===== config.mk =====
export PLATFORM = sky130hd
export DESIGN_NAME = pipe_ctrl
export DESIGN_NICKNAME = d
export VERILOG_FILES = /design/src/rtl/pipe_ctrl.sv
export SDC_FILE = /design/constraint.sdc
export NUM_CORES = 1
export LEC_CHECK = 0
export ABC_AREA = 0
export BUFFER_PORTS_ARGS = -buffer_cell sky130_fd_sc_hd__buf_2
export CORE_MARGIN = 2
export CORE_UTILIZATION = 48
export CTS_BUF_LIST = sky130_fd_sc_hd__clkbuf_8
export DETAILED_ROUTE_END_ITERATION = 12
export GPL_TIMING_DRIVEN = 1
export PLACE_DENSITY = 0.87
export SETUP_SLACK_MARGIN = 0.1
export SYNTH_ARGS = -nofsm -noshare
export SYNTH_HDL_FRONTEND = slang
export SYNTH_SLANG_ARGS = --single-unit

===== constraint.sdc =====
create_clock -name clk -period 2.9 [get_ports clk]
set_input_delay 0.58 -clock clk [delete_from_list [all_inputs] [get_ports clk]]
set_output_delay 0.58 -clock clk [all_outputs]
set_load 0.05 [all_outputs]

===== src/rtl/pipe_ctrl.sv =====
// Pipeline control: jump redirect, external hold with deferred jump, load-use style hazard stall.
// Optional jump-flush event counter is built only when PERF_CNT_EN is defined.
module pipe_ctrl (
  input  logic        clk,
  input  logic        rst_n,
  input  logic        jump_en_i,
  input  logic [31:0] jump_addr_i,
  input  logic        hold_req_i,
  input  logic [4:0]  id_rs1_addr_i,
  input  logic [4:0]  id_rs2_addr_i,
  input  logic [4:0]  ex_rd_addr_i,
  input  logic        ex_reg_wen_i,
  output logic        jump_en_o,
  output logic [31:0] jump_addr_o,
  output logic        stall_pc_o,
  output logic        stall_if_id_o,
  output logic        flush_if_id_o,
  output logic        flush_id_ex_o,
  output logic [1:0]  state_o,
  output logic [15:0] flush_cnt_o
);

  localparam logic [1:0] ST_INIT  = 2'b00;
  localparam logic [1:0] ST_RUN   = 2'b01;
  localparam logic [1:0] ST_FLUSH = 2'b10;
  localparam logic [1:0] ST_HOLD  = 2'b11;

  logic [1:0]  state_q, state_d;
  logic        pend_q, pend_d;
  logic [31:0] pend_addr_q, pend_addr_d;
  logic        hazard;
  logic        stall_if_id_c;

  assign hazard = ex_reg_wen_i && (ex_rd_addr_i != 5'd0) &&
                  ((ex_rd_addr_i == id_rs1_addr_i) || (ex_rd_addr_i == id_rs2_addr_i));

  always_comb begin
    state_d       = state_q;
    pend_d        = pend_q;
    pend_addr_d   = pend_addr_q;
    jump_en_o     = 1'b0;
    jump_addr_o   = 32'h0;
    stall_pc_o    = 1'b0;
    stall_if_id_c = 1'b0;
    flush_if_id_o = 1'b0;
    flush_id_ex_o = 1'b0;
    case (state_q)
      ST_INIT: begin
        stall_pc_o    = 1'b1;
        flush_if_id_o = 1'b1;
        flush_id_ex_o = 1'b1;
        state_d       = ST_RUN;
      end
      ST_RUN, ST_FLUSH: begin
        // The wrong-path fetch still sits in IF/ID during FLUSH, so it is always bubbled.
        flush_if_id_o = (state_q == ST_FLUSH);
        if (jump_en_i) begin
          jump_en_o     = 1'b1;
          jump_addr_o   = jump_addr_i;
          flush_if_id_o = 1'b1;
          flush_id_ex_o = 1'b1;
          state_d       = ST_FLUSH;
        end else if (hold_req_i) begin
          stall_pc_o    = 1'b1;
          stall_if_id_c = 1'b1;
          flush_id_ex_o = 1'b1;
          state_d       = ST_HOLD;
        end else if (hazard) begin
          stall_pc_o    = 1'b1;
          stall_if_id_c = 1'b1;
          flush_id_ex_o = 1'b1;
          state_d       = ST_RUN;
        end else begin
          state_d       = ST_RUN;
        end
      end
      default: begin // ST_HOLD
        if (hold_req_i) begin
          stall_pc_o    = 1'b1;
          stall_if_id_c = 1'b1;
          flush_id_ex_o = 1'b1;
          if (jump_en_i && !pend_q) begin
            pend_d      = 1'b1;
            pend_addr_d = jump_addr_i;
          end
        end else if (pend_q || jump_en_i) begin
          // The earliest jump seen during the hold is the architecturally correct one.
          jump_en_o     = 1'b1;
          jump_addr_o   = pend_q ? pend_addr_q : jump_addr_i;
          flush_if_id_o = 1'b1;
          flush_id_ex_o = 1'b1;
          pend_d        = 1'b0;
          pend_addr_d   = 32'h0;
          state_d       = ST_FLUSH;
        end else begin
          state_d       = ST_RUN;
        end
      end
    endcase
  end

  assign stall_if_id_o = stall_if_id_c & ~flush_if_id_o;
  assign state_o       = state_q;

  always_ff @(posedge clk or negedge rst_n) begin
    if (!rst_n) begin
      state_q     <= ST_INIT;
      pend_q      <= 1'b0;
      pend_addr_q <= 32'h0;
    end else begin
      state_q     <= state_d;
      pend_q      <= pend_d;
      pend_addr_q <= pend_addr_d;
    end
  end

`ifdef PERF_CNT_EN
  logic [15:0] cnt_q, cnt_d;

  always_comb begin
    cnt_d = cnt_q;
    if (jump_en_o && (cnt_q != 16'hFFFF)) cnt_d = cnt_q + 16'd1;
  end

  always_ff @(posedge clk or negedge rst_n) begin
    if (!rst_n) cnt_q <= 16'h0;
    else        cnt_q <= cnt_d;
  end

  assign flush_cnt_o = cnt_q;
`else
  assign flush_cnt_o = 16'h0000;
`endif

endmodule


# ---- After elaboration in Yosys (flattened, before gate mapping)
# Index checks and enable logic that the tools add are counted.
dict set report word_totals {
  inputBits 52
  regBits 35
  wordCells 55
  out_inout_bits 55
}
dict set report op_classes {
  bitwise 3
  muxes 31
  eq_ne 6
  n_reduce_logical 12
}
# op n
set op_table {}
lappend op_table {{2-to-1 mux 32 bit} 7}
lappend op_table {{one-hot mux 32 bit (2 select lines)} 1}
lappend op_table {{2-to-1 mux 1 bit} 13}
lappend op_table {{== test 5 bit} 2}
lappend op_table {{one-hot mux 1 bit (2 select lines)} 5}
lappend op_table {{2-to-1 mux 2 bit} 4}
lappend op_table {{nonzero test 5 bit} 1}
lappend op_table {{one-hot mux 2 bit (2 select lines)} 1}
lappend op_table {{logical AND 1 bit} 3}
lappend op_table {{inequality test 3 x 1 -> 1 bit, second input constant} 1}
lappend op_table {{AND reduction 3 bit} 1}
lappend op_table {{OR reduction 3 bit} 1}
lappend op_table {{== test 2 x 1 -> 1 bit, second input constant} 1}
lappend op_table {{== test 2 bit, second input constant} 1}
lappend op_table {{zero test 2 bit} 1}
lappend op_table {{logical OR 1 bit} 2}
lappend op_table {{inequality test 2 x 1 -> 1 bit, second input constant} 1}
lappend op_table {{NOT 1 bit} 2}
lappend op_table {{nonzero test 2 bit} 1}
lappend op_table {{OR reduction 2 bit} 1}
lappend op_table {{AND 1 bit} 1}
lappend op_table {{zero test 1 bit} 1}

# ---- Logic depth before layout (Yosys ltp)
# Gate-level depths: netlist of the first run.
dict set report logic_depth {
  ltp_word 8
  mapped_depth 7
  depth_no_buf 7
}

# ---- Least setup slack after synthesis of the first run
# OpenSTA, ideal clock, no wires.
dict set report synth_path {
  path_kind {reg2out}
  start {register state_q[0], in the netlist state_o[0]}
  end {output stall_if_id_o}
  slack_ps -302
  required_ps 2320
  arrival_time_ps 2622
  path_buffers 0
  path_stages_with_launch 8
  path_cell_list {dfrtp_1 inv_1 ha_1 nor2b_1 nand2_1 o221ai_1 nor3_1 a21o_1}
}
dict set report synth_via {
  elab_chain_cells 5
  elab_cells_between_ends 9
  cone_classes {2 x eq/ne; 3 x mux; 2 x bitwise; 2 x reduce/logical}
}
# item line_no
set synth_lines {}
lappend synth_lines {{start, declared} 28} ;# logic [1:0] state_q, state_d;
lappend synth_lines {{start signal, assigned} 111} ;# state_q <= state_d;
lappend synth_lines {{== test 2 bit / == test 2 x 1 -> 1 bit (equally long branches)} {47, 56}}
lappend synth_lines {{2-to-1 mux 1 bit / OR reduction 2 bit (equally long branches)} {57, 47}}
lappend synth_lines {{one-hot mux 1 bit (2 select lines) (*)} 47} ;# case (state_q)
lappend synth_lines {{named net flush_if_id_o} 17} ;# output logic flush_if_id_o,
lappend synth_lines {{NOT 1 bit (*)} 102} ;# assign stall_if_id_o = stall_if_id_c & ~flush_if_id_o;
lappend synth_lines {{AND 1 bit (*)} 102}
lappend synth_lines {{end, declared} 16} ;# output logic stall_if_id_o,
# The timed path passes the listed nets; every way through them passes the cells marked *.

# ---- Final worst setup path of the first run
dict set report layout_path {
  start {register state_q[0], in the netlist state_o[0]}
  end {output jump_addr_o[26]}
}
dict set report layout_via {
  elab_chain_cells 3
  elab_cells_between_ends 5
  cone_classes {2 x eq/ne; 1 x mux; 2 x reduce/logical}
}
# item line_no
set layout_lines {}
lappend layout_lines {{== test 2 bit / == test 2 x 1 -> 1 bit (equally long branches)} 47}
lappend layout_lines {{OR reduction 2 bit} 47}
lappend layout_lines {{one-hot mux 32 bit (2 select lines) (*)} 47}
lappend layout_lines {{end, declared} 14} ;# output logic [31:0] jump_addr_o,
# Every way passes the cells marked *; elsewhere a longest branch is shown, timed or not.

==> results of run 1 <==
-- stage by stage --
step	instance area, um2	cells	total power (W)	util (%)
after floorplan	2107	209	0.002315	-
after global placement	2481	322	0.002689	61.15
after detailed placement	2481	322	0.002716	61.15
after CTS	2569	330	0.003066	63.31
after global routing	2666	330	0.003371	65.71
final	2666	330	0.003183	65.71
-- flip-flops by register name, indices dropped and copies added, names as in the netlist --
name,cells
pend_addr_q,32
pend_q,1
state_o,2
-- worst max-delay path: stages, from the launching register on --
cell,delay [ns]
dfrtp_2,0.43
inv_1,0.13
ha_4,0.24
nor2b_2,0.17
o21a_1,0.22
buf_12,0.17
a22o_1,0.25
buf_4,0.19
-- power groups by stage --
stage	sequential, W	combinational [W]	clock (W)
floorplan	0.000764	0.00155	0
global placement	0.000740	0.00195	0
detailed placement	0.000751	0.00196	0
CTS	0.000744	0.00198	0.000345
global route	0.000765	0.00224	0.000370
finish	0.000747	0.00210	0.000336
-- metal layers --
| metal | routed length, um | share of wire [%] |
|---|---|---|
| met1 | 2094 | 42 |
| met4 | 59 | 1.2 |
| met5 | 0 | 0 |
| met3 | 297 | 6.0 |
| met2 | 2501 | 51 |
-- cell families (layout without fill, tap and decap cells) --
kind of cell / after synthesis / count (layout) / synth area share, %
buffers and inverters: 36 / 107 / 10.30
adder cells (fa/ha/maj): 3 / 3 / 1.838
flip-flops: 35 / 35 / 42.89
XOR/XNOR: 10 / 10 / 4.289
AO/OA/AOI/OAI: 82 / 82 / 33.15
multiplexers: 1 / 1 / 0.4902
AND/OR/NAND/NOR: 26 / 26 / 6.862
other: 1 / 16 / 0.1836
-- worst min path at each step --
stage / startpoint / endpoint / slack [ns] / cells after the start
after CTS: rst_n / pend_addr_q[19] / 0.40 / 1
after detailed placement: pend_addr_q[6] / pend_addr_q[6] / 0.49 / 1
after global routing: rst_n / pend_addr_q[19] / 0.43 / 1
after global placement: pend_addr_q[20] / pend_addr_q[20] / 0.49 / 1
after floorplan: rst_n / pend_addr_q[0] / 0.28 / 0
final: rst_n / pend_addr_q[13] / 0.36 / 1
-- layout make-up --
class	instances	area [um2]
clock inverter	3	16.27
fill	344	1391
inverter	4	15.01
timing repair buffer	95	580.6
sequential	35	878.3
tap	50	62.56
clock buffer	5	68.82
multi-input combinational	138	1045
-- cell usage in the layout (no fill, tap or decap), drive strengths merged --
master / Yosys / layout
conb: 1 / 16
inv: 4 / 5
xor2: 6 / 6
buf: 30 / 89
o221ai: 1 / 1
o311a: 1 / 1
and2: 1 / 1
nor2b: 2 / 2
o31a: 1 / 1
nand2b: 2 / 2
o21a: 1 / 1
dfrtp: 35 / 35
clkinv: 0 / 1
o21ai: 4 / 4
nor2: 4 / 4
ha: 3 / 3
a21oi: 8 / 8
mux2i: 1 / 1
clkbuf: 2 / 11
o22ai: 1 / 1
clkinvlp: 0 / 1
or4: 1 / 1
nand2: 6 / 6
a21o: 1 / 1
a22o: 64 / 64
nor3: 6 / 6
nand3: 4 / 4
xnor2: 4 / 4
==> flow_summary.ini, run 1 <==
[outcome]
outcome = finished clean

[power]
p_per_area_mw_per_mm2 = 1194
pwr-share-clk_pct = 10.6
power_switching_w = 0.001665
max-vdd-ir-drop_uv = 663.3
switching_share_pct = 52.31
power.leakage_nw = 1.369
power.share.sequential_pct = 23.5
p_int_w = 0.001518
comb_power_share_pct = 66.0

[synth]
ys_warn_count = 0
ys_ff_latch = 35
synth_largest_area_cell = dfrtp_1
postSynthCellCount = 194
synth.cell_area_mm2 = 0.002042
synth_flop_cell = dfrtp_1
yosysMostFrequentCell = a22o_1
synth_top_area_share_pct = 42.89
synth_commonest_cells = a22o_1 (64), dfrtp_1 (35), buf_4 (16)
ys_types = 33
synthArstFlopShare_pct = 100.0
syn_area_per_cell_um2 = 10.53
ys_top_cells_by_area = dfrtp_1 (43%), a22o_1 (27%), buf_4 (5.9%)
yosysSeqAreaShare_pct = 42.89
synth_edf_count = 0

[setup_path]
crit_required_ns = 2.32
critPathKind = flip-flop to output pin
worstSetupStartpoint = state_o[0]
worstPathArrival_ns = 2.09
critPathLaunchType = flip-flop
worst_r2r_startpoint = state_o[0]
reg2reg_slack_ns = 1.05
cp_max_fo = 32
crit_end = jump_addr_o[26]
critPathCaptureType = output pin
r2r_end = pend_addr_q[24]
r2r_cells = 4

[route]
dr_total_vias = 1838
ant_nets = 0
first_pass_iters = 4
drt_iter0_drc = 136
wl_per_cell_um = 15.01
drt-total-wl_mm = 4.952
drc = 0
vias_per_cell = 5.570

[clock_network]
max-clock-path-buffers = 2
cts_buffers = 5
tritoncts = built
numClockSinks = 35
path_clk_slew_ns = 0.07
clk_latency_ns = 0.28
root_buffer = clkbuf_8
cts_hold_buffers = 0
cts-resized-gates = 1
htree_levels = 2
post_cts_buffers = 0

[timing]
period_needed_ns = 2.665
slew-limit-headroom_pct = 49.26
worst_slack_ns = 0.2345
rsz0062_at_grt = no
hold_ws_ns = 0.3650
fmax_mhz = 375.2
maxSlewViolCount = 0
setup_viol = 0
hold_viol = 0
tightest_slew_ns = 0.7611
clock_skew_ns = 0.008118
period_share_pct = 91.91
setup_tns_ns = 0

[grt]
top_usage_layer = met2
grt_max_degree = 36
use_met3_pct = 4.797
grt_antenna_before_repair = 0
grt_pass1_wl_mm = 8.121
grt_overflow_total = 0
grt_use_met1_pct = 27.14
met2_usage_pct = 34.08
grt_pass1_vias = 1731
grt_usage_pct = 20.72

[placement]
place_congestion = 0.8510
hpwl_mm = 3.530
port-buffer-count = 90
pre_cts_ws_ns = 0.3875

[final_layout]
area_growth_pct = 30.58
antenna_cells = 0
drive_gt1_share_pct = 41.43
fin_nets = 334

[floorplanning]
die_x_um = 69.23
io_pins = 107
die_h_um = 69.23
coreArea_mm2 = 0.004058
placementRows = 23
die-area_mm2 = 0.004792
initial_core_util_pct = 50.32

[flow_run]
cap_violations = 0

[hold_path]
hold_path_class = input pin to async pin
(Power assumes the default switching activity.)
==> run 2: changes to the inputs <==
- CORE_UTILIZATION: 48 -> 42
- CTS_CLUSTER_DIAMETER: not set -> 100
- PLACE_DENSITY: 0.87 -> 0.81
- clock period: 2.9 -> 2.4 ns (I/O delays scaled with it)
==> run 2 against run 1 <==
  * The flow now finishes with violations (setup timing)
  * Via count up 6.5%
  * Register-to-register slack worse by 0.24 ns
  * Critical endpoint is now jump_addr_o[25]
  * Hold slack worse by 0.11 ns
==> flow_summary.ini, run 2 (synthesis results as in run 1) <==
[outcome]
outcome = finished, violations left
violations = setup timing

[timing]
rsz0062_at_grt = yes
period_needed_ns = 2.481
hold_ws_ns = 0.2515
worst_slack_ns = -0.08101
slew-limit-headroom_pct = 49.00
tightest_slew_ns = 0.7650
fmax_mhz = 403.1
clock_skew_ns = 0.008672
hold_viol = 0
period_share_pct = 103.4
maxSlewViolCount = 0
setup_viol = 32

[route]
drt-total-wl_mm = 6.456
vias_per_cell = 5.692
first_pass_iters = 4
wl_per_cell_um = 18.77
drt_iter0_drc = 163
ant_nets = 0
dr_total_vias = 1958
drc = 0

[power]
p_per_area_mw_per_mm2 = 1527
max-vdd-ir-drop_uv = 1482
total_power_w = 0.005309
power.leakage_nw = 1.709

[flow_run]
cap_violations = 0

[final_layout]
regMostFlops = pend_addr_q
final_common_cell = buf_2
multi_input_area_mm2 = 0.001391
seqCellArea_um2 = 878.3
largest_reg_flops = 32
drive_gt1_share_pct = 57.59
area_growth_pct = 70.22
nFillCells = 288
layout_common_cells = buf_2 (55), a22o_1 (34), dfrtp_1 (33)
antenna_cells = 0
fin_nets = 344

[setup_path]
r2r_cells = 6
worstPathArrival_ns = 2.00
crit_cells = 7
critPathSlowestCell = dfrtp_2
path_cells = inv_2 -> ha_4 -> nor2b_4 -> o21a_4 -> buf_16 -> a22o_4 -> buf_8
crit_required_ns = 1.92
path_buf_inv = 3
critPathKind = flip-flop to output pin
path_delay_family = compound AO/OA/AOI/OAI gates
critPathLaunchType = flip-flop
cp_max_fo = 8
cpPeakStageDelay_ns = 0.45
critPathCaptureType = output pin

[placement]
place_congestion = 0.9014
hpwl_mm = 3.316
port-buffer-count = 90

[floorplanning]
initial_core_util_pct = 43.52
die_h_um = 73.73
io_pins = 107
placementRows = 25
die_x_um = 73.73
coreArea_mm2 = 0.004692
die-area_mm2 = 0.005435

[clock_network]
cts_buffers = 5
root_buffer = clkbuf_8
clk_latency_ns = 0.29
max-clock-path-buffers = 2
path_clk_slew_ns = 0.08
tritoncts = built
numClockSinks = 35
htree_levels = 2

[grt]
grt_overflow_total = 0
grt_pass1_vias = 1959
grt_pass1_wl_mm = 10.08
grt_antenna_before_repair = 0
grt_usage_pct = 24.70
grt_max_degree = 36

[hold_path]
hold_path_class = input pin to async pin
-- run 2: cell types whose count changed in the layout (fill, tap and decap cells not counted), sizes merged --
| cell | before | now |
|---|---|---|
| buf | 89 | 105 |
| bufinv | 0 | 2 |
| clkbuf | 11 | 5 |
| clkinv | 1 | 0 |
| inv | 5 | 4 |
-- run 2: what timing repair did --
item / 4_1_cts / 5_1_grt
cloned: 3 / 0
hold buffers: 0 / 0
pin swaps: 37 / 7
gates resized for setup: 144 / 3
setup endpoints to repair: 35 / 35
buffers inserted: 4 / 0
-- run 2: final timing paths --
| path | startpoint | end | slack, ns |
|---|---|---|---|
| worst max-delay path | state_o[0] | jump_addr_o[25] | -0.08 |
| worst min-delay path | rst_n | pend_addr_q[21] | 0.25 |
| worst max register to register | state_o[0] | pend_addr_q[27] | 0.81 |
| worst min register to register | pend_addr_q[8] | pend_addr_q[8] | 0.54 |
| max in group asynchronous | rst_n | state_o[0] | 1.61 |
| min in group clk | jump_addr_i[8] | pend_addr_q[8] | 0.43 |
-- run 2: area by class of cell --
class / count / share of cell area [%]
Inverter: 4 / 0.4320
Tap cell: 54 / 1.944
Timing Repair Buffer: 105 / 28.40
Clock inverter: 3 / 1.944
Multi-Input combinational cell: 138 / 40.03
Clock buffer: 5 / 1.980
Sequential cell: 35 / 25.27
-- run 2: worst register-to-register path: stages, from the launching register on --
cell and delay, ns:
dfrtp_2 0.42, ha_4 0.21, buf_4 0.15, nand2_1 0.08
nor3_4 0.11, buf_4 0.35, a22o_1 0.22
-- run 2: routing by layer --
metal	part of all wire (%)	up-vias	wire (um)	track usage, %
met5	0	-	0	0
met4	1.4	0	90	6.465
met3	6.4	11	416	5.624
met2	53	101	3390	44.35
met1	40	948	2559	29.52
li1	-	898	-	-
-- run 2: per-stage QoR --
| step | util (%) | TNS (ns) | area, um2 | cells | worst slack [ns] |
|---|---|---|---|---|---|
| floorplan | - | 0 | 2215 | 209 | 0.02312 |
| global placement | 56.03 | 0 | 2629 | 329 | 0.1240 |
| detailed placement | 56.03 | 0 | 2629 | 329 | 0.09449 |
| CTS | 73.76 | -2.147 | 3461 | 344 | -0.07045 |
| global route | 74.08 | -4.146 | 3476 | 344 | -0.1414 |
| finish | 74.08 | -2.204 | 3476 | 344 | -0.08101 |
-- run 2: power by group --
group	leakage, nW	internal, W	switching [W]
Sequential	0.464	0.000774	0.000181
Clock	0.0644	0.000414	0.000222
Combinational	1.18	0.00166	0.00205
Total	1.71	0.00285	0.00246
